--- src/rtl/bus_arbiter.sv ---
// Round-robin arbiter for the shared internal bus with bounded locked ownership.
// Grant, grant_id, grant_valid and hold_timeout are all registered on the rising clock edge.
module bus_arbiter #(
  parameter int unsigned NUM_REQ  = 4,
  parameter int unsigned ID_WIDTH = 2,
  parameter int unsigned MAX_HOLD = 8
) (
  input  logic                clock,
  input  logic                clear,
  input  logic [NUM_REQ-1:0]  req,
  input  logic [NUM_REQ-1:0]  lock,
  output logic [NUM_REQ-1:0]  grant,
  output logic                grant_valid,
  output logic [ID_WIDTH-1:0] grant_id,
  output logic                hold_timeout
);

  localparam logic [7:0]          MaxHold = 8'(MAX_HOLD);
  localparam logic [ID_WIDTH-1:0] LastId  = ID_WIDTH'(NUM_REQ - 1);

  typedef enum logic [0:0] {StIdle, StOwn} state_e;

  state_e              state_q, state_d;
  logic [ID_WIDTH-1:0] ptr_q, ptr_d;
  logic [7:0]          cnt_q, cnt_d;
  logic [NUM_REQ-1:0]  grant_q, grant_d;
  logic [ID_WIDTH-1:0] id_q, id_d;
  logic                valid_q;
  logic                timeout_q, timeout_d;

  logic                owner_lock;
  logic                keep;
  logic                release_own;
  logic [ID_WIDTH-1:0] next_ptr;
  logic [ID_WIDTH-1:0] arb_start;

  logic                hi_found, lo_found, arb_found;
  logic [ID_WIDTH-1:0] hi_idx, lo_idx, arb_idx;
  logic [NUM_REQ-1:0]  hi_oh, lo_oh, arb_oh;

  // grant_q is one-hot, so masking avoids indexing by the owner id.
  assign owner_lock  = |(req & lock & grant_q);
  assign keep        = owner_lock && (cnt_q < MaxHold);
  assign release_own = (state_q == StOwn) && !keep;
  assign next_ptr    = (id_q == LastId) ? '0 : id_q + ID_WIDTH'(1);
  assign arb_start   = release_own ? next_ptr : ptr_q;

  // Lowest index at or above arb_start wins; otherwise the lowest index overall (wrap-around).
  always_comb begin
    hi_found = 1'b0;
    lo_found = 1'b0;
    hi_idx   = '0;
    lo_idx   = '0;
    hi_oh    = '0;
    lo_oh    = '0;
    for (int i = NUM_REQ - 1; i >= 0; i--) begin
      if (req[i]) begin
        lo_found  = 1'b1;
        lo_idx    = ID_WIDTH'(i);
        lo_oh     = '0;
        lo_oh[i]  = 1'b1;
        if (i >= int'(arb_start)) begin
          hi_found = 1'b1;
          hi_idx   = ID_WIDTH'(i);
          hi_oh    = '0;
          hi_oh[i] = 1'b1;
        end
      end
    end
    arb_found = lo_found;
    arb_idx   = hi_found ? hi_idx : lo_idx;
    arb_oh    = hi_found ? hi_oh : lo_oh;
  end

  always_comb begin
    state_d   = state_q;
    ptr_d     = ptr_q;
    cnt_d     = cnt_q;
    grant_d   = grant_q;
    id_d      = id_q;
    timeout_d = 1'b0;
    if (state_q == StIdle || release_own) begin
      if (release_own) begin
        ptr_d     = next_ptr;
        timeout_d = owner_lock;
      end
      if (arb_found) begin
        state_d = StOwn;
        cnt_d   = 8'd1;
        grant_d = arb_oh;
        id_d    = arb_idx;
      end else begin
        state_d = StIdle;
        cnt_d   = 8'd0;
        grant_d = '0;
        id_d    = '0;
      end
    end else begin
      cnt_d = cnt_q + 8'd1;
    end
  end

  always_ff @(posedge clock or posedge clear) begin
    if (clear) begin
      state_q   <= StIdle;
      ptr_q     <= '0;
      cnt_q     <= 8'd0;
      grant_q   <= '0;
      id_q      <= '0;
      valid_q   <= 1'b0;
      timeout_q <= 1'b0;
    end else begin
      state_q   <= state_d;
      ptr_q     <= ptr_d;
      cnt_q     <= cnt_d;
      grant_q   <= grant_d;
      id_q      <= id_d;
      valid_q   <= |grant_d;
      timeout_q <= timeout_d;
    end
  end

  assign grant        = grant_q;
  assign grant_valid  = valid_q;
  assign grant_id     = id_q;
  assign hold_timeout = timeout_q;

endmodule

--- config.mk ---
export PLATFORM = sky130hd
export DESIGN_NAME = bus_arbiter
export DESIGN_NICKNAME = d
export VERILOG_FILES = /design/src/rtl/bus_arbiter.sv
export SDC_FILE = /design/constraint.sdc
export NUM_CORES = 1
export LEC_CHECK = 0
export ABC_AREA = 1
export ABC_CLOCK_PERIOD_IN_PS = 2400
export CELL_PAD_IN_SITES_DETAIL_PLACEMENT = 1
export CELL_PAD_IN_SITES_GLOBAL_PLACEMENT = 2
export CORE_ASPECT_RATIO = 0.7
export CORE_MARGIN = 3
export CORE_UTILIZATION = 32
export DETAILED_ROUTE_END_ITERATION = 16
export PLACE_DENSITY_LB_ADDON = 0.1
export SYNTH_ARGS = -nofsm -noshare
export SYNTH_HDL_FRONTEND = slang
export SYNTH_SLANG_ARGS = --single-unit
--- constraint.sdc ---
create_clock -name clock -period 2.4 [get_ports clock]
set_input_delay 0.48 -clock clock [delete_from_list [all_inputs] [get_ports clock]]
set_output_delay 0.48 -clock clock [all_outputs]
set_load 0.02 [all_outputs]
Yosys cells after proc, flatten, opt, wreduce, memory -nomap -nowiden --
Cells that the tools add are included.
Storage, ports and cells: flip-flop bits (word level) 19, bits of input ports 10, output and inout bits 8, logic and storage cells 65
Operators by class: $add $sub $neg 2, magnitude comparators 4, equality and inequality tests 1, multiplexer cells 42, bitwise gates (word level) 3, reductions and logical operators 6
Operator list (number):
- $mux 4 | 13
- $mux 2 | 14
- $mux 1 | 14
- $add 8x1->8 const B | 1
- $and 4x4->4 | 2
- $lt 8x4->1 const B | 1
- $mux 8 | 1
- $reduce_or 4->1 | 2
- $ge 1x2->1 const A | 2
- $add 2x1->2 const B | 1
- $eq 2x2->1 const B | 1
- $ge 2x2->1 const A | 1
- $logic_and 1x1->1 | 2
- $logic_not 1->1 | 1
- $logic_or 1x1->1 | 1
- $not 1->1 | 1

Logic depth before layout (Yosys ltp) --
Gate-level depths: netlist of run 1.
depth after elaboration 18, mapped depth 15, depth with buffers taken out 15

Worst setup path after synthesis of run 1 --
No wires, ideal clock.
path type input to register, start input req[3], end register id_q[0] (netlist: grant_id[0]), library setup time 0.119 ns, arrival 1.507 ns, required time 2.281 ns, setup slack 0.774 ns, stages 12, buffers on the path 0, cell sequence nand3_1 -> nand2_2 -> o21ai_4 -> nand2_4 -> nand2_1 -> nand2_2 -> nand3_2 -> nand2_2 -> nor2_4 -> nand2_1 -> nand3_1 -> nand2_1
On the way: longest elaborated chain between the ends 16, elaborated cells between the ends (all ways) 33, classes of those cells 3 x order compare; 23 x mux; 2 x bitwise; 5 x reduce/logical
Ends and longest elaborated chain:
- start, declared | RTL line 10 | input logic [NUM_REQ-1:0] req,
- $and 4x4->4 (2 in series) | RTL line 42 | assign owner_lock = |(req & lock & grant_q);
- $reduce_or 4->1 | RTL line 42
- $logic_and 1x1->1 | RTL line 43 | assign keep = owner_lock && (cnt_q < MaxHold);
- $logic_not 1->1 | RTL line 44 | assign release_own = (state_q == StOwn) && !keep;
- $logic_and 1x1->1 | RTL line 44
- $mux 2
- $ge 2x2->1 | RTL line 62 | if (i >= int'(arb_start)) begin
- $mux 2 or $mux 1 (tied branches) | RTL line 62
- $mux 2 or $mux 1 (tied branches) | RTL line 57 | if (req[i]) begin
- $mux 2 or $mux 1 (tied branches) | RTL line 62
- $mux 2 or $mux 1 (tied branches) | RTL line 57
- $mux 2 or $mux 1 (tied branches) | RTL line 62
- $mux 2 or $mux 1 (tied branches) | RTL line 57
- $mux 2 | RTL line 71 | arb_idx = hi_found ? hi_idx : lo_idx;
- $mux 2 | RTL line 87 | if (arb_found) begin
- end signal, assigned | RTL line 117 | id_q <= id_d;
- end, declared | RTL line 27 | logic [ID_WIDTH-1:0] id_q, id_d;
Several ways; a longest one is shown, not always the timed one. A chain may end at the register's enable or synchronous reset.

Final worst setup path of run 1 --
start input req[3], end register grant_q[1] (netlist: grant[1])
On the way: longest elaborated chain between the ends 17, elaborated cells between the ends (all ways) 30, classes of those cells 3 x order compare; 20 x mux; 2 x bitwise; 5 x reduce/logical
Ends and longest elaborated chain:
- $and 4x4->4 (2 in series) | RTL line 42
- $reduce_or 4->1 | RTL line 42
- $logic_and 1x1->1 | RTL line 43
- $logic_not 1->1 | RTL line 44
- $logic_and 1x1->1 | RTL line 44
- $mux 2
- $ge 2x2->1 | RTL line 62
- $mux 4 or $mux 1 (tied branches) | RTL line 62
- $mux 4 or $mux 1 (tied branches) | RTL line 57
- $mux 4 or $mux 1 (tied branches) | RTL line 62
- $mux 4 or $mux 1 (tied branches) | RTL line 57
- $mux 4 or $mux 1 (tied branches) | RTL line 62
- $mux 4 or $mux 1 (tied branches) | RTL line 57
- $mux 4 | RTL line 72 | arb_oh = hi_found ? hi_oh : lo_oh;
- $mux 4 | RTL line 87
- $mux 4 * | RTL line 82 | if (state_q == StIdle || release_own) begin
- named net grant_d[1] | RTL line 26 | logic [NUM_REQ-1:0] grant_q, grant_d;
- end signal, assigned | RTL line 116 | grant_q <= grant_d;
- end, declared | RTL line 26
Mark *: on every way through the listed nets, which the timed path passes. The rest lies on a longest branch.

==> flow_summary.toml, run 1 <==
[run_status]
status = "completed"

[logic_synthesis]
synth.distinct_cells = 20
netlist_instances = 112
async_flop_share_pct = 100
synth_edf_count = 0
synth_commonest_cells = "nand2_1, dfrtp_1, nor2_1"
synth.most_common_cell = "nand2_1"
netlist.area_leader.share_pct = 49.2
ys_warn_count = 0
synth_area_um2 = 967
synth_area_per_cell_um2 = 8.64
netlist_top_cells_area = "dfrtp_1, nand2_1, nand2_2"
synth_top_flop_cell = "dfrtp_1"
ys_ff_latch = 19
yosysSeqAreaShare_pct = 49.2
yosys.area.top_type = "dfrtp_1"

[layout]
diodes = 0
final_nets = 155
fillerInstances = 367
final_layout_size_suffix_gt1_share_pct = 19.0
area_growth_syn_to_layout_pct = 32.7

[clock_tree]
post_cts_resized = 0
worstSkewPairLatency_ns = 0.26
ctsHoldBuffers = 0
clk_pin_slew_ns = 0.07
postCtsSetupBuffers = 0
cts_inserted_buffers = 3
cts.sinks = 19
clk_path_buf_depth = 2
tritoncts = "built"
htreeDepth = 1
root_buffer = "clkbuf_8"

[flow_run]
drv_cap = 0

[route]
vias = 816
via_per_inst = 4.58
drt-initial-drc-count = 35
totalWireLength_um = 2400
drt_pass1_iterations = 4
drc_errors = 0
post_drt_wl_per_cell_um = 13.5
final_antenna_net_count = 0

[setup_path]
cp-end-kind = "flop"
cpMostUsedCell = "nand2_1"
ff2ff_path_depth = 13
critPathMaxStageDelay_ns = 0.43
crit_chain = "clkdlybuf4s50_1, nand3_1, nand2_2, o21ai_4, nand2_4, nand2_1, nand2_2, nand3_2, nand2_2, nor2_4, nand2_1, nand2_1, nand2_1, nand2_1"
setup.worst_path.start_class = "primary input"
crit_arrival_ns = 2.24
required_ns = 2.60
crit_slowest_cell = "clkdlybuf4s50_1"
path_class = "primary input to flop"
cp_max_fo = 5

[floorplanning]
dieArea_mm2 = 0.00373
pin_count = 18
placementRows = 16
core_area_mm2 = 0.00284
die_w_um = 71.7
initial_core_util_pct = 34.0
die_height_um = 52.0

[global_routing]
antenna_found_initial = 0
grt_pass1_vias = 890
grt_pass1_wl_um = 4210
track_usage_pct = 15.2
grt_max_degree = 20
overflow = 0

[placed_design]
hpwl_um = 1920
routabilityCongestion = 0.836
io_buffers = 17

[timing]
rsz0062_at_grt = "false"
final_hold_viol_count = 0
finalCritPeriodShare_pct = 85.3
worst_slew_pin_slew_ns = 0.757
clock.fmax_mhz = 488
relSlewSlack_pct = 49.5
fin_crit_ns = 2.05
report.final.slew_viol_count = 0
fin_hold_ws_ns = 0.516
finalSetupViolCount = 0
fin_tns_setup_ns = 0
fin_skew_ns = 0.00267

[min_path]
hold_class = "flop to flop"
holdPathStages = 2

[power]
p_leak_nw = 0.637
fin_total_pwr_w = 0.00132
ir_worst_vdd_uv = 420
power.density_mw_per_mm2 = 1030
==> cell families (layout without fill, tap and decap cells) <==
logic type      Yosys count  after routing  share of synthesized area (%)
compound gates            5              5                           4.01
xor+xnor                  2              2                           1.81
fa+ha+maj                 2              2                           2.59
buf+inv                  10             37                           3.88
flops                    19             19                           49.2
other cells               1              4                          0.388
simple gates             73             73                           38.2
==> power breakdown <==
group / internal [W] / switching (W) / total (W)
registers: 0.000396 / 0.0000519 / 0.000448
clock network: 0.000118 / 0.000107 / 0.000225
logic: 0.000265 / 0.000385 / 0.000650
total: 0.000779 / 0.000544 / 0.00132
==> metrics by stage <==
step	setup WS [ns]	instance area [µm²]	util [%]	cells
finish	0.352	1280	45.2	178
floorplan	0.774	978	-	115
CTS	0.343	1280	45.2	178
detailed placement	0.0733	1240	43.6	174
global placement	0.134	1240	43.6	174
global route	0.217	1280	45.2	178
==> state kept, by name (all words and copies together) (netlist names) <==
| signal | cells |
|---|---|
| grant_id | 2 |
| grant_valid | 1 |
| cnt_q | 8 |
| state_q | 1 |
| hold_timeout | 1 |
| ptr_q | 2 |
| grant | 4 |
==> routing by layer <==
metal | routed length, µm | global-route usage, % | part of all wire [%] | vias to the layer above
li1 | - | - | - | 408
met1 | 1190 | 19.5 | 50 | 388
met2 | 1080 | 25.0 | 45 | 17
met3 | 111 | 5.02 | 4.6 | 3
met4 | 19 | 2.81 | 0.79 | 0
met5 | 0 | 0 | 0 | -
==> area by class of cell <==
| type | instances | area, µm² | area share (%) |
|---|---|---|---|
| Tap cell | 36 | 45.0 | 3.51 |
| Inverter | 10 | 37.5 | 2.92 |
| Clock buffer | 4 | 45.0 | 3.51 |
| Timing Repair Buffer | 23 | 215 | 16.8 |
| Sequential cell | 19 | 475 | 37.0 |
| Multi-Input combinational cell | 86 | 465 | 36.3 |
==> path summary, 6_finish.rpt <==
| check | start | endpoint | slack [ns] |
|---|---|---|---|
| worst min-delay path | grant[2] | grant[2] | 0.52 |
| worst min register to register | grant[2] | grant[2] | 0.52 |
| worst max-delay path | req[3] | grant[1] | 0.35 |
| max in group asynchronous | clear | ptr_q[1] | 1.26 |
| min in group asynchronous | clear | cnt_q[0] | 0.66 |
| worst max register to register | grant[3] | grant[1] | 0.62 |
==> cells in the final DEF (no fill, tap or decap), types with 2 or more instances in the layout <==
cell type	instances
clkdlybuf4s50_1	17
nand2_1	31
nor2_1	13
nand2_2	8
nand3b_1	2
nand3_2	3
dfrtp_1	19
conb_1	4
nor2_2	2
o21ai_1	2
inv_1	10
nand2_4	3
clkbuf_8	3
buf_4	6
nand3_1	9
ha_1	2
==> worst max-delay path: cells and delay by family <==
family | cells | cell delay [ns]
buf+inv | 1 | 0.43
simple gates | 12 | 1.10
compound gates | 1 | 0.23
(Power assumes the default switching activity.)
==> inputs of run 2 (changes only) <==
--- a/config.mk
+++ b/config.mk
@@ -7,6 +7,7 @@
 export LEC_CHECK = 0
 export ABC_AREA = 1
 export ABC_CLOCK_PERIOD_IN_PS = 2400
+export CAP_MARGIN = 10
 export CELL_PAD_IN_SITES_DETAIL_PLACEMENT = 1
 export CELL_PAD_IN_SITES_GLOBAL_PLACEMENT = 2
 export CORE_ASPECT_RATIO = 0.7
==> results of run 2 <==
Final layout, timing and power as in run 1 (identical DEF).
==> inputs of run 3 (changes only) <==
--- a/config.mk
+++ b/config.mk
@@ -14,6 +14,7 @@
 export CORE_MARGIN = 3
 export CORE_UTILIZATION = 32
 export DETAILED_ROUTE_END_ITERATION = 16
+export HOLD_SLACK_MARGIN = 0.06
 export PLACE_DENSITY_LB_ADDON = 0.1
 export SYNTH_ARGS = -nofsm -noshare
 export SYNTH_HDL_FRONTEND = slang
==> results of run 3 <==
Final layout, timing and power as in run 1 (identical DEF).
